<file path="config.mk">
export PLATFORM = sky130hd
export DESIGN_NAME = wb_stage_flat
export DESIGN_NICKNAME = d
export VERILOG_FILES = /design/src/rtl/wb_stage_if.sv /design/src/rtl/wb_stage.sv /design/src/flat_wrapper.sv
export SDC_FILE = /design/constraint.sdc
export NUM_CORES = 1
export LEC_CHECK = 0
export ABC_AREA = 1
export ABC_CLOCK_PERIOD_IN_PS = 3600
export BUFFER_PORTS_ARGS = -buffer_cell sky130_fd_sc_hd__clkbuf_2
export CAP_MARGIN = 10
export CORE_MARGIN = 5
export CORE_UTILIZATION = 52
export CTS_CLUSTER_SIZE = 14
export DETAILED_ROUTE_END_ITERATION = 16
export PLACE_DENSITY = 0.78
export SYNTH_ARGS = -nofsm -noshare
export SYNTH_HDL_FRONTEND = slang
export SYNTH_SLANG_ARGS = --single-unit
</file>
<file path="constraint.sdc">
create_clock -name i_clk -period 3.6 [get_ports i_clk]
set_input_delay 0 -clock i_clk [delete_from_list [all_inputs] [get_ports i_clk]]
set_output_delay 0 -clock i_clk [all_outputs]
set_load 0.02 [all_outputs]
</file>
<file path="src/rtl/wb_stage_if.sv">
// Bundles the result handshake, the register-file write port and the
// forwarding lookup of the write-back stage.
interface wb_stage_if #(
  parameter int DATA_W = 10,
  parameter int NREG   = 4,
  parameter int ADDR_W = 2
);
  logic              in_valid;
  logic              in_ready;
  logic [ADDR_W-1:0] in_addr;
  logic [DATA_W-1:0] in_data;
  logic              in_wb;
  logic              stall;
  logic [NREG-1:0]   reg_wen;
  logic [DATA_W-1:0] reg_d;
  logic [ADDR_W-1:0] lk_addr;
  logic              lk_hit;
  logic [DATA_W-1:0] lk_data;

  // Handshake: a result transfers on a rising edge where in_valid && in_ready;
  // while in_valid=1 and in_ready=0 the upstream keeps addr/data/wb stable.
  modport master (
    output in_valid, in_addr, in_data, in_wb, stall, lk_addr,
    input  in_ready, reg_wen, reg_d, lk_hit, lk_data
  );

  modport slave (
    input  in_valid, in_addr, in_data, in_wb, stall, lk_addr,
    output in_ready, reg_wen, reg_d, lk_hit, lk_data
  );
endinterface

</file>
<file path="src/rtl/wb_stage.sv">
// Write-back stage: FIFO of pending results, one-hot retire port toward the
// 1-bit register cells, and a youngest-wins forwarding lookup.
module wb_stage #(
  parameter int DATA_W   = 10,
  parameter int NREG     = 4,
  parameter int ADDR_W   = 2,
  parameter int DEPTH    = 2,
  parameter int ZERO_REG = 1
) (
  input  logic                   i_clk,
  input  logic                   i_rst_n,
  wb_stage_if.slave              bus,
  output logic [$clog2(DEPTH):0] o_count
);
  localparam int PTR_W = $clog2(DEPTH);
  localparam int CNT_W = PTR_W + 1;

  logic [ADDR_W-1:0] r_addr [DEPTH];
  logic [DATA_W-1:0] r_data [DEPTH];
  logic [DEPTH-1:0]  r_wb;
  logic [DEPTH-1:0]  r_vld;
  logic [PTR_W-1:0]  r_wr_ptr;
  logic [PTR_W-1:0]  r_rd_ptr;
  logic [CNT_W-1:0]  r_count;

  logic              w_not_empty;
  logic              w_ready;
  logic              w_push;
  logic              w_pop;
  logic              w_head_zero;
  logic              w_lk_zero;
  logic [PTR_W-1:0]  w_idx;
  logic              w_hit;
  logic [DATA_W-1:0] w_fwd;
  logic [NREG-1:0]   w_wen;

  assign w_not_empty = (r_count != '0);
  assign w_pop       = w_not_empty && !bus.stall;
  // When full, a slot frees up at the same edge the head pops.
  assign w_ready     = (r_count < CNT_W'(DEPTH)) || !bus.stall;
  assign w_push      = bus.in_valid && w_ready;
  assign w_head_zero = (ZERO_REG != 0) && (r_addr[r_rd_ptr] == '0);
  assign w_lk_zero   = (ZERO_REG != 0) && (bus.lk_addr == '0);

  always_comb begin
    w_wen = '0;
    if (w_pop && r_wb[r_rd_ptr] && !w_head_zero)
      w_wen = NREG'(1) << r_addr[r_rd_ptr];
  end

  // Walk from head (oldest) toward tail so the youngest match overrides.
  always_comb begin
    w_hit = 1'b0;
    w_fwd = '0;
    w_idx = r_rd_ptr;
    for (int k = 0; k < DEPTH; k++) begin
      w_idx = r_rd_ptr + PTR_W'(k);
      if (r_vld[w_idx] && r_wb[w_idx] && (r_addr[w_idx] == bus.lk_addr) && !w_lk_zero) begin
        w_hit = 1'b1;
        w_fwd = r_data[w_idx];
      end
    end
  end

  always_ff @(posedge i_clk or negedge i_rst_n) begin
    if (!i_rst_n) begin
      r_wr_ptr <= '0;
      r_rd_ptr <= '0;
      r_count  <= '0;
      r_vld    <= '0;
      r_wb     <= '0;
      for (int i = 0; i < DEPTH; i++) begin
        r_addr[i] <= '0;
        r_data[i] <= '0;
      end
    end else begin
      if (w_pop) begin
        r_vld[r_rd_ptr] <= 1'b0;
        r_rd_ptr        <= r_rd_ptr + PTR_W'(1);
      end
      // Push after pop so a full-FIFO push into the freed slot stays valid.
      if (w_push) begin
        r_addr[r_wr_ptr] <= bus.in_addr;
        r_data[r_wr_ptr] <= bus.in_data;
        r_wb[r_wr_ptr]   <= bus.in_wb;
        r_vld[r_wr_ptr]  <= 1'b1;
        r_wr_ptr         <= r_wr_ptr + PTR_W'(1);
      end
      case ({w_push, w_pop})
        2'b10:   r_count <= r_count + CNT_W'(1);
        2'b01:   r_count <= r_count - CNT_W'(1);
        default: r_count <= r_count;
      endcase
    end
  end

  assign bus.in_ready = w_ready;
  assign bus.reg_wen  = w_wen;
  assign bus.reg_d    = w_not_empty ? r_data[r_rd_ptr] : '0;
  assign bus.lk_hit   = w_hit;
  assign bus.lk_data  = w_fwd;
  assign o_count      = r_count;
endmodule

</file>
<file path="src/flat_wrapper.sv">
// flat-port wrapper written by rule: the top's interface ports become plain ports
module wb_stage_flat 
#(
  parameter int DATA_W   = 10,
  parameter int NREG     = 4,
  parameter int ADDR_W   = 2,
  parameter int DEPTH    = 2,
  parameter int ZERO_REG = 1
)
  (i_clk, i_rst_n, o_count, bus_in_valid, bus_in_addr, bus_in_data, bus_in_wb, bus_stall, bus_lk_addr, bus_in_ready, bus_reg_wen, bus_reg_d, bus_lk_hit, bus_lk_data);
  wb_stage_if #(.DATA_W(DATA_W), .NREG(NREG), .ADDR_W(ADDR_W)) bus_i ();
  input  logic i_clk;
  input  logic i_rst_n;
  output logic [$clog2(DEPTH):0] o_count;
  input wire logic [$bits(bus_i.in_valid)-1:0] bus_in_valid;
  input wire logic [$bits(bus_i.in_addr)-1:0] bus_in_addr;
  input wire logic [$bits(bus_i.in_data)-1:0] bus_in_data;
  input wire logic [$bits(bus_i.in_wb)-1:0] bus_in_wb;
  input wire logic [$bits(bus_i.stall)-1:0] bus_stall;
  input wire logic [$bits(bus_i.lk_addr)-1:0] bus_lk_addr;
  output wire logic [$bits(bus_i.in_ready)-1:0] bus_in_ready;
  output wire logic [$bits(bus_i.reg_wen)-1:0] bus_reg_wen;
  output wire logic [$bits(bus_i.reg_d)-1:0] bus_reg_d;
  output wire logic [$bits(bus_i.lk_hit)-1:0] bus_lk_hit;
  output wire logic [$bits(bus_i.lk_data)-1:0] bus_lk_data;
  assign bus_i.in_valid = bus_in_valid;
  assign bus_i.in_addr = bus_in_addr;
  assign bus_i.in_data = bus_in_data;
  assign bus_i.in_wb = bus_in_wb;
  assign bus_i.stall = bus_stall;
  assign bus_i.lk_addr = bus_lk_addr;
  assign bus_in_ready = bus_i.in_ready;
  assign bus_reg_wen = bus_i.reg_wen;
  assign bus_reg_d = bus_i.reg_d;
  assign bus_lk_hit = bus_i.lk_hit;
  assign bus_lk_data = bus_i.lk_data;
  wb_stage #(.DATA_W(DATA_W), .NREG(NREG), .ADDR_W(ADDR_W), .DEPTH(DEPTH), .ZERO_REG(ZERO_REG)) u_core (.i_clk(i_clk), .i_rst_n(i_rst_n), .bus(bus_i), .o_count(o_count));
endmodule
</file>
# == Yosys cells after proc, flatten, opt, wreduce, memory -nomap -nowiden ==
# Index checks and enable logic that the tools add are counted.
# word_totals
word_cells,95
inputBits,19
ff_bits,32
# op_classes
add_sub_neg,4
shift,1
magnitude_cmp,10
reduce_logical,21
muxes,40
bitwise,6
eq_ne,4
# op_table
operator,n
$mux 10,10
$bwmux 20,1
$mux 2,9
$logic_and 1x1->1,13
$mux 1,12
$demux 10 s1,1
$ge 2x2->1 const B,3
$lt 1x2->1 const B,3
$not 1->2,3
$bwmux 4,1
$eq 2x2->1,2
$logic_not 2->1,2
$mux 4,1
$pmux 2 s2,1
$reduce_bool 2->1,2
$shl 1x2->4 const A,1
$logic_not 1->1,3
$add 1x1->1 const B,2
$add 2x1->2 const B,1
$and 2x2->2,1
$bwmux 2,1
$demux 1 s1,2
$demux 2 s1,1
$eq 2x1->1 const B,1
other kinds (8),9

# == Depth between registers and ports, before layout ==
# Gate-level depths: netlist of the first run.
# depth
ltp_word,9
ltp_mapped,10
mapped_depth_nobuf,9

# == Worst setup path after synthesis of the first run ==
# OpenSTA, ideal clock, no wires.
# synth_path
path_kind,reg-to-reg
from,reg u_core.r_count[1] (netlist: u_core.o_count[1])
to,reg u_core.r_count[1] (netlist: u_core.o_count[1])
synth_period_minus_slack_ps,1577
arrival_time_ps,1447
setup_slack_ps,2023
path_stages_with_launch,7
cell_sequence,dfrtp_1 -> nand2_1 -> nand2_1 -> ha_1 -> a21oi_1 -> o21ai_0 -> xnor2_1
# synth_between
elab_chain_len,5
word_cells_on_any_way,11
# synth_lines
item,line,text
"start, declared",wb_stage.sv:24,logic [CNT_W-1:0] r_count;
"start signal, assigned",wb_stage.sv:90,2'b10: r_count <= r_count + CNT_W'(1);
"start signal, assigned",wb_stage.sv:91,2'b01: r_count <= r_count - CNT_W'(1);
"start signal, assigned",wb_stage.sv:92,default: r_count <= r_count;
$lt 2x2->1 (*),wb_stage.sv:40,assign w_ready = (r_count < CNT_W'(DEPTH)) || !bus.stall;
$logic_or 1x1->1 (*),wb_stage.sv:40,
net bus_in_ready,flat_wrapper.sv:21,output wire logic [$bits(bus_i.in_ready)-1:0] bus_in_ready;
$logic_and 1x1->1 (*),wb_stage.sv:41,assign w_push = bus.in_valid && w_ready;
$eq 2x1->1 / $eq 2x2->1 (equally long branches),wb_stage.sv:89,"case ({w_push, w_pop})"
$pmux 2 s2 / $reduce_bool 2->1 (equally long branches),n/a,
# The timed path passes the listed nets; every way through them passes the cells marked *.
# A chain may end at the register's enable or synchronous reset.

# == Worst setup path in the final report of the first run ==
# layout_path
from,reg u_core.r_rd_ptr
to,out bus_lk_data[9]
# layout_between
elab_chain_len,9
word_cells_on_any_way,33
# layout_lines
item,line,text
"start, declared",wb_stage.sv:23,logic [PTR_W-1:0] r_rd_ptr;
"start signal, assigned",wb_stage.sv:79,r_rd_ptr <= r_rd_ptr + PTR_W'(1);
$add 1x1->1 / $not 1->2 (equally long branches),"wb_stage.sv:57, wb_stage.sv:58, wb_stage.sv:60",
$not 1->2 (implied by the code) / $mux 2 (equally long branches),"wb_stage.sv:58, wb_stage.sv:60",
$mux 2 (implied by the code) (2 in a row),wb_stage.sv:58,if (r_vld[w_idx] && r_wb[w_idx] && (r_addr[w_idx] == bus.lk_addr) && !w_lk_zero) begin
$mux 2 (implied by the code) / $eq 2x2->1 (equally long branches),wb_stage.sv:58,
$eq 2x2->1 / $logic_and 1x1->1 (equally long branches),wb_stage.sv:58,
$logic_and 1x1->1,wb_stage.sv:58,
$logic_and 1x1->1 / $mux 10 (equally long branches),wb_stage.sv:58,
$mux 10 (*),wb_stage.sv:58,
"end, declared",flat_wrapper.sv:25,output wire logic [$bits(bus_i.lk_data)-1:0] bus_lk_data;
# Every way passes the cells marked *; elsewhere a longest branch is shown, timed or not. The select of a mux whose other input is x is not followed.

==> flow_summary.json, run 1 <==
{
  "cp-end-kind": "primary output",
  "dpl.hpwl_um": 3100,
  "rsz0062_at_grt": "false",
  "drive_above_1_share_pct": 20.2,
  "ys_seq_area_share_pct": 40.9,
  "worstMarginPinSlew_ps": 927,
  "place_area_sq_mm": 0.00215,
  "die_y_um": 71.4,
  "numClockSinks": 32,
  "hold_viol": 0,
  "nFillCells": 336,
  "outcome": "finished, final reports clean",
  "htreeDepth": 2,
  "p_total_uw": 2070,
  "setup_tns_ps": 0,
  "cts_tree": "built",
  "min_period_ps": 2660,
  "setup_viol": 0,
  "vias": 1908,
  "setup.worst_path.start": "u_core.r_rd_ptr",
  "design_area_sq_mm": 0.00238,
  "grt_pass1_wl_um": 8090,
  "fmax_ghz": 0.376,
  "worstPathArrival_ps": 2660,
  "synthCells": 285,
  "clk_path_buf_depth": 2,
  "cts_resized": 0,
  "ctsHoldBuffers": 14,
  "clockRootBuffer": "clkbuf_8",
  "pwr-share-seq_pct": 33.6,
  "antenna_left": 0,
  "grt_pass1_vias": 1865,
  "synth_warnings": 0,
  "gp_congestion": 0.773,
  "syn2layout_area_growth_pct": 21.5,
  "post_drt_via_cell_ratio": 4.96,
  "route.detailed.drc": 0,
  "p_comb_share_pct": 52.4,
  "clockPowerShare_pct": 14.0,
  "hold_start": "bus_in_valid",
  "drtIter0Drc": 106,
  "post_drt_wl_per_cell_um": 11.9,
  "path_max_fanout": 29,
  "hp-class": "input port to flop",
  "start_util_pct": 53.5,
  "swShare_pct": 49.8,
  "power_density_mw_per_mm2": 869,
  "core_area_sq_mm": 0.00366,
  "maxCapViolCount": 0,
  "peakVddDrop_v": 0.000463,
  "clk_latency_ps": 290,
  "antenna_found_initial": 0,
  "synth_area_sq_mm": 0.00196,
  "hold-worst-slack_ps": 34.0,
  "min_period_over_period_pct": 74.0,
  "rows": 22,
  "crit_type": "flop to primary output",
  "layout.nets": 356,
  "clk_pin_slew_worst_paths_ps": 60,
  "startpoint_type": "flop",
  "numCtsBuffers": 5,
  "synthesis.nets": 305,
  "dieArea_sq_mm": 0.00509,
  "wirelength_um": 4600,
  "cellLeakagePower_uw": 0.00130,
  "antenna_cells": 0,
  "multi_input_area_sq_um": 943,
  "ioPinCount": 47,
  "slew_headroom_pct": 38.0,
  "grt-ovfl-total": 0,
  "grt_max_degree": 33,
  "crit_required_ps": 3600,
  "place_ws_ps": 1270,
  "final.setup.worst_slack_ps": 937,
  "synth_area_per_cell_sq_um": 6.87,
  "final_common_cell": "nand2_1",
  "io_buffers": 45,
  "drt_first_pass_iters": 4,
  "final_cell_mix": "101 x nand2_1, 49 x o21ai_0, 45 x clkbuf_2",
  "cts_setup_buffers": 0,
  "switching_power_uw": 1030,
  "internal-power_uw": 1040,
  "reg2reg_depth": 6,
  "skew_ps": 6.46,
  "die-width_um": 71.4,
  "r2r_start": "u_core.o_count[0]",
  "grt_usage_pct": 19.9,
  "min_path_cells": 4,
  "synth-seq-cells": 32,
  "synthDistinctLibCells": 24,
  "slew_violations": 0,
  "seqCellArea_sq_um": 801
}
[area by class of cell]
cell class	instances	share of cell area [%]
Inverter	29	4.58
Tap cell	48	2.52
Sequential cell	32	33.7
Multi-Input combinational cell	208	39.7
Timing Repair Buffer	60	15.7
Clock inverter	2	0.421
Clock buffer	6	3.47
[cell families (layout without fill, tap and decap cells)]
group           count (synthesis)  in the layout  share of synthesized area (%)
compound gates                 53             53                           13.7
xor+xnor                        3              3                           1.34
fa+ha+maj                       1              1                          0.639
buf+inv                        45             97                           10.9
flops                          32             32                           40.9
other cells                     1              1                          0.192
simple gates                  150            150                           32.3
[critical path, stage by stage, from the launching register on]
cell,delay [ps]
dfrtp_1,830
inv_2,220
nand2_2,120
nand3_1,60
nand2_1,60
and2_1,350
nand2_1,370
nand2_1,160
nand2_1,70
clkbuf_2,150
[through the flow]
| step | util, % | instances |
|---|---|---|
| after floorplan | - | 285 |
| after global placement | 58.6 | 363 |
| after detailed placement | 58.6 | 363 |
| after CTS | 65.0 | 385 |
| after global routing | 65.0 | 385 |
| final | 65.0 | 385 |
[synthesized netlist by cell type (all sizes together)]
master,number,area share [%]
or2,1,0.32
nand3,19,5.1
conb,1,0.19
a21oi,3,0.77
inv,29,5.6
nor2,24,5.9
o21ai,49,13
nand2,103,20
dfrtp,32,41
a21boi,1,0.38
buf,12,4.6
xor2,1,0.45
clkbuf,4,0.77
nor3b,1,0.38
ha,1,0.64
and2,2,0.64
xnor2,2,0.89
[final timing paths]
path | slack [ps] | end
worst max register to register | 1430 | u_core.o_count[1]
max in group asynchronous | 2790 | u_core.r_rd_ptr
worst min register to register | 490 | u_core.r_data[0]
min in group asynchronous | 320 | u_core.r_wr_ptr
worst max-delay path | 940 | bus_lk_data[9]
worst min-delay path | 30 | u_core.r_wr_ptr
[layer usage]
metal / vias up / share of wire (%) / global-route usage (%) / wire, um
met5: - / 0 / 0 / 0
met2: 52 / 47 / 34.6 / 2180
li1: 986 / - / - / -
met4: 0 / 1.6 / 6.68 / 74
met3: 8 / 6.2 / 5.33 / 287
met1: 862 / 45 / 23.8 / 2060
[flip-flops by register name, summed over array words and instances (netlist names)]
register	flops
u_core.r_rd_ptr	1
u_core.r_wr_ptr	1
u_core.o_count	2
u_core.r_addr	4
u_core.r_vld	2
u_core.r_wb	2
u_core.r_data	20
[power by group through the flow]
stage	registers, uW	logic (uW)	clock network, uW
after CTS	693	1090	297
after global routing	722	1240	309
final	694	1080	290
after floorplan	651	855	0
after detailed placement	696	1060	0
after global placement	688	1040	0
Power figures use the tool's default switching activity.
==> run 2, diff against run 1 <==
--- a/config.mk
+++ b/config.mk
@@ -6,7 +6,7 @@
 export NUM_CORES = 1
 export LEC_CHECK = 0
 export ABC_AREA = 1
-export ABC_CLOCK_PERIOD_IN_PS = 3600
+export ABC_CLOCK_PERIOD_IN_PS = 2780
 export BUFFER_PORTS_ARGS = -buffer_cell sky130_fd_sc_hd__clkbuf_2
 export CAP_MARGIN = 10
 export CORE_MARGIN = 5
==> constraint.sdc (replaced) <==
create_clock -name i_clk -period 2.78 [get_ports i_clk]
set_input_delay 0 -clock i_clk [delete_from_list [all_inputs] [get_ports i_clk]]
set_output_delay 0 -clock i_clk [all_outputs]
set_load 0.02 [all_outputs]
==> run 2 against run 1 <==
Compared with the run above:
- routed wire length decreased by 5.3%
- critical path depth unchanged
- via count decreased by 2.1%
- critical endpoint unchanged
- highest routed layer unchanged
==> flow_summary.json, run 2 (same netlist as run 1, synthesis figures left out) <==
{
  "dpl.hpwl_um": 3020,
  "worstMarginPinSlew_ps": 959,
  "clk_path_buf_depth": 2,
  "clk_latency_ps": 290,
  "dieArea_sq_mm": 0.00509,
  "wirelength_um": 4350,
  "min_period_over_period_pct": 81.0,
  "io_buffers": 45,
  "cts_tree": "built",
  "vias": 1867,
  "crit_required_ps": 2780,
  "clk_pin_slew_worst_paths_ps": 60,
  "rows": 22,
  "gp_congestion": 0.794,
  "die_y_um": 71.4,
  "worstPathArrival_ps": 2250,
  "grt-ovfl-total": 0,
  "drive_above_1_share_pct": 20.4,
  "antenna_left": 0,
  "r2r_slack_ps": 1040,
  "top_register": "u_core.r_data",
  "startpoint_type": "flop",
  "maxCapViolCount": 0,
  "start_util_pct": 53.5,
  "layout.nets": 357,
  "fmax_ghz": 0.444,
  "skew_ps": 2.97,
  "hp-class": "input port to flop",
  "post_drt_via_cell_ratio": 4.84,
  "cp-end-kind": "primary output",
  "drt_first_pass_iters": 4,
  "cts_setup_buffers": 0,
  "route.detailed.drc": 0,
  "path_max_fanout": 44,
  "die-width_um": 71.4,
  "setup_viol": 0,
  "critPathMaxStageDelay_ps": 460,
  "hold_viol": 0,
  "min_period_ps": 2250,
  "numCtsBuffers": 5,
  "nFillCells": 356,
  "reg_top3": "u_core.r_data (20), u_core.r_addr (4)",
  "setup_tns_ps": 0,
  "peakVddDrop_v": 0.000518,
  "cts_resized": 0,
  "slew_violations": 0,
  "final_cell_mix": "101 x nand2_1, 49 x o21ai_0, 45 x clkbuf_2",
  "post-route-util_pct": 65.2,
  "antenna_cells": 0,
  "post_drt_wl_per_cell_um": 11.3,
  "grt_usage_pct": 18.1,
  "crit_slowest_cell": "dfrtp_1",
  "crit_top_cell": "nand2_1",
  "crit_chain": "buf_4 > nand2_1 > and2_0 > nor2_2 > nand3_2 > nor2_1 > nand2_1 > nand2_1 > clkbuf_2",
  "largest_reg_flops": 20,
  "syn2layout_area_growth_pct": 21.9,
  "grt_pass1_wl_um": 7420,
  "ioPinCount": 47,
  "final_common_cell": "nand2_1",
  "cellLeakagePower_uw": 0.00130,
  "fin_cells": 386,
  "drtIter0Drc": 82,
  "dp.cells": 364,
  "slew_headroom_pct": 35.9,
  "rsz0062_at_grt": "false",
  "crit_type": "flop to primary output",
  "htreeDepth": 2,
  "crit_family": "simple AND/OR/NAND/NOR gates",
  "grt_pass1_vias": 1778,
  "grt_max_degree": 45,
  "worst-path-buf-inv": 2,
  "clockRootBuffer": "clkbuf_8",
  "power_density_mw_per_mm2": 1120,
  "outcome": "finished, final reports clean",
  "core_area_sq_mm": 0.00366,
  "antenna_found_initial": 0,
  "numClockSinks": 32
}
[run 2: cell count changes in the layout (fill, tap and decap cells not counted), sizes merged]
cell | before | now
buf | 1 | 2
[run 2: final timing paths]
| kind | from | cells after the start | to |
|---|---|---|---|
| worst max-delay path | u_core.r_rd_ptr | 9 | bus_lk_data[9] |
| worst min-delay path | bus_in_valid | 4 | u_core.r_wr_ptr |
| worst max register to register | u_core.o_count[1] | 3 | u_core.r_data[9] |
| worst min register to register | u_core.r_data[5] | 2 | u_core.r_data[5] |
| max in group asynchronous | i_rst_n | 2 | u_core.r_data[4] |
| min in group asynchronous | i_rst_n | 2 | u_core.r_wr_ptr |
[run 2: worst register-to-register path, delay by kind of cell (launching register included)]
kind / cells / cell delay [ps]
compound gates: 1 / 440
flops: 1 / 420
simple gates: 2 / 790
[run 2: cell type report]
| cell class | instances | area, sq um | area share (%) |
|---|---|---|---|
| sequential | 32 | 801 | 33.6 |
| tap | 48 | 60.1 | 2.52 |
| multi-input combinational | 208 | 943 | 39.5 |
| timing repair buffer | 61 | 380 | 15.9 |
| clock inverter | 2 | 10.0 | 0.420 |
| inverter | 29 | 109 | 4.56 |
| clock buffer | 6 | 82.6 | 3.46 |
[run 2: what timing repair did]
action / 4_1_cts / 5_1_grt
endpoints found under the hold margin: 57 / 0
hold buffers: 14 / 0
setup endpoints to repair: 0 / 0
[run 2: stage by stage]
stage / power [uW] / area (sq um) / setup WS, ps / hold slack, ps
after detailed placement: 2280 / 2150 / 822 / 117
final: 2660 / 2390 / 529 / 26.0
after global routing: 2910 / 2390 / 302 / 66.3
after CTS: 2680 / 2390 / 499 / 19.7
after global placement: 2250 / 2150 / 843 / 115
after floorplan: 1950 / 1960 / 1200 / -296
[run 2: power breakdown]
group / internal (uW) / leakage [uW] / switching [uW]
Combinational: 464 / 0.000859 / 972
Clock: 197 / 0.0000510 / 172
Sequential: 692 / 0.000393 / 167
Total: 1350 / 0.00130 / 1310
[run 2: routing by layer]
| metal | vias to the layer above | track usage, % | share of wire, % |
|---|---|---|---|
| met3 | 7 | 3.23 | 6.0 |
| met2 | 44 | 30.1 | 47 |
| met1 | 823 | 22.8 | 46 |
| li1 | 993 | - | - |
| met4 | 0 | 8.77 | 1.8 |
| met5 | - | 0 | 0 |
==> run 3, diff against run 2 <==
--- a/config.mk
+++ b/config.mk
@@ -6,14 +6,14 @@
 export NUM_CORES = 1
 export LEC_CHECK = 0
 export ABC_AREA = 1
-export ABC_CLOCK_PERIOD_IN_PS = 2780
+export ABC_CLOCK_PERIOD_IN_PS = 1900
 export BUFFER_PORTS_ARGS = -buffer_cell sky130_fd_sc_hd__clkbuf_2
 export CAP_MARGIN = 10
 export CORE_MARGIN = 5
-export CORE_UTILIZATION = 52
+export CORE_UTILIZATION = 48
 export CTS_CLUSTER_SIZE = 14
 export DETAILED_ROUTE_END_ITERATION = 16
-export PLACE_DENSITY = 0.78
+export PLACE_DENSITY = 0.76
 export SYNTH_ARGS = -nofsm -noshare
 export SYNTH_HDL_FRONTEND = slang
 export SYNTH_SLANG_ARGS = --single-unit
==> constraint.sdc (replaced) <==
create_clock -name i_clk -period 1.9 [get_ports i_clk]
set_input_delay 0 -clock i_clk [delete_from_list [all_inputs] [get_ports i_clk]]
set_output_delay 0 -clock i_clk [all_outputs]
set_load 0.02 [all_outputs]
==> run 3 against run 2 <==
Compared with the run above:
- via count increased by 5.4%
- total power increased by 57%
- global-route usage increased by 0.61 points
- critical path type unchanged
- flip-flop and latch count unchanged
- setup slack got worse by 420 ps
- critical endpoint is now bus_lk_data[0]
- core utilization decreased by 1.7 points
==> flow_summary.json, run 3 (same netlist as run 1, synthesis figures left out) <==
{
  "startpoint_type": "flop",
  "gp_congestion": 0.802,
  "grt_pass1_wl_um": 7920,
  "min_period_ps": 1790,
  "reg_top3": "u_core.r_data (20), u_core.r_addr (4)",
  "power_density_mw_per_mm2": 1660,
  "post_drt_via_cell_ratio": 4.98,
  "syn2layout_area_growth_pct": 28.8,
  "largest_reg_flops": 20,
  "crit_type": "flop to primary output",
  "setup_viol": 0,
  "clk_path_buf_depth": 2,
  "grt_usage_pct": 18.8,
  "cp-end-kind": "primary output",
  "post-route-util_pct": 63.5,
  "hold-worst-slack_ps": 42.3,
  "grt_max_degree": 33,
  "antenna_cells": 0,
  "io_buffers": 45,
  "layout.nets": 364,
  "wirelength_um": 4900,
  "cts_tree": "built",
  "core_area_sq_mm": 0.00397,
  "ioPinCount": 47,
  "die-width_um": 73.9,
  "min_period_over_period_pct": 94.2,
  "p_total_uw": 4190,
  "maxCapViolCount": 0,
  "clk_pin_slew_worst_paths_ps": 60,
  "antenna_found_initial": 0,
  "clockRootBuffer": "clkbuf_8",
  "clk_latency_ps": 280,
  "path_max_fanout": 12,
  "skew_ps": 5.56,
  "post_drt_wl_per_cell_um": 12.4,
  "dieArea_sq_mm": 0.00546,
  "start_util_pct": 49.3,
  "numClockSinks": 32,
  "htreeDepth": 2,
  "final_common_cell": "nand2_1",
  "numCtsBuffers": 5,
  "setup.worst_path.start": "u_core.r_rd_ptr",
  "vias": 1967,
  "drtIter0Drc": 83,
  "grt_pass1_vias": 1871,
  "hold_start": "bus_in_valid",
  "rows": 23,
  "worstMarginPinSlew_ps": 809,
  "hp-class": "input port to flop",
  "grt-ovfl-total": 0,
  "drt_first_pass_iters": 4,
  "peakVddDrop_v": 0.000923,
  "cellLeakagePower_uw": 0.00136,
  "nFillCells": 380,
  "final_cell_mix": "98 x nand2_1, 49 x o21ai_0, 40 x clkbuf_2",
  "final.setup.worst_slack_ps": 110,
  "hold_viol": 0,
  "top_register": "u_core.r_data",
  "dpl.hpwl_um": 3280,
  "drive_above_1_share_pct": 23.2,
  "fmax_ghz": 0.559,
  "setup_tns_ps": 0,
  "rsz0062_at_grt": "true",
  "place_ws_ps": 162,
  "route.detailed.drc": 0,
  "crit_required_ps": 1900,
  "r2r_start": "u_core.o_count[1]",
  "slew_violations": 0,
  "outcome": "finished, final reports clean",
  "antenna_left": 0,
  "worstPathArrival_ps": 1790,
  "die_y_um": 73.9,
  "slew_headroom_pct": 46.0
}
-- run 3: cell count changes in the layout (fill, tap and decap cells not counted), moves of 2 or more --
cell | before | now
nand2_2 | 2 | 4
clkinv_2 | 2 | 0
clkbuf_2 | 45 | 40
nand3_4 | 0 | 2
nand2_1 | 101 | 98
buf_2 | 0 | 3
buf_4 | 2 | 7
clkbuf_1 | 0 | 2
-- run 3: area by class of cell --
cell class                      instances  area (sq um)  share of cell area (%)
Timing Repair Buffer                   67           464                    18.4
Multi-Input combinational cell        209           991                    39.3
Sequential cell                        32           802                    31.8
Inverter                               29           111                    4.42
Tap cell                               50          62.6                    2.48
Clock buffer                            8          90.1                    3.57
-- run 3: where the power goes --
group          switching (uW)  internal (uW)  total (uW)  leakage [uW]
Clock                     231            295         526     0.0000455
Sequential                251           1010        1270      0.000392
Combinational            1550            844        2390      0.000918
Total                    2030           2150        4190       0.00136
-- run 3: what timing repair did --
| action | 4_1_cts | 5_1_grt |
|---|---|---|
| resized for setup | 3 | 19 |
| hold buffers | 14 | 0 |
| gates cloned | 0 | 2 |
| pin swaps | 0 | 2 |
| setup buffers | 0 | 1 |
| setup endpoints to repair | 11 | 12 |
| endpoints found under the hold margin | 56 | 0 |
-- run 3: per-stage QoR --
stage / area [sq um] / instances
after floorplan: 1960 / 285
final: 2520 / 395
after global routing: 2520 / 395
after CTS: 2430 / 392
after global placement: 2190 / 370
after detailed placement: 2190 / 370
-- run 3: path summary, 6_finish.rpt --
path / slack [ps] / endpoint / cells after the start
setup / recovery: 110 / bus_lk_data[0] / 9
hold / removal: 40 / u_core.r_wr_ptr / 4
setup reg to reg: 310 / u_core.r_data[19] / 4
hold reg to reg: 480 / u_core.r_data[7] / 2
max in group asynchronous: 1020 / u_core.r_rd_ptr / 2
min in group asynchronous: 340 / u_core.o_count[1] / 2
-- run 3: layer usage --
| layer | vias up | track usage (%) | routed length (um) |
|---|---|---|---|
| li1 | 1010 | - | - |
| met1 | 896 | 21.7 | 2030 |
| met2 | 59 | 32.9 | 2490 |
| met3 | 2 | 4.92 | 347 |
| met4 | 0 | 7.04 | 34 |
| met5 | - | 0 | 0 |
-- run 3: worst max-delay path: stages, from the launching register on --
cell and delay [ps]:
dfrtp_2 430, buf_12 150, nand2_1 50, and2_0 180, nor2_4 150, nand3_4 160, nor2_2 110, nand2_1 60
nand2_1 60, buf_2 160
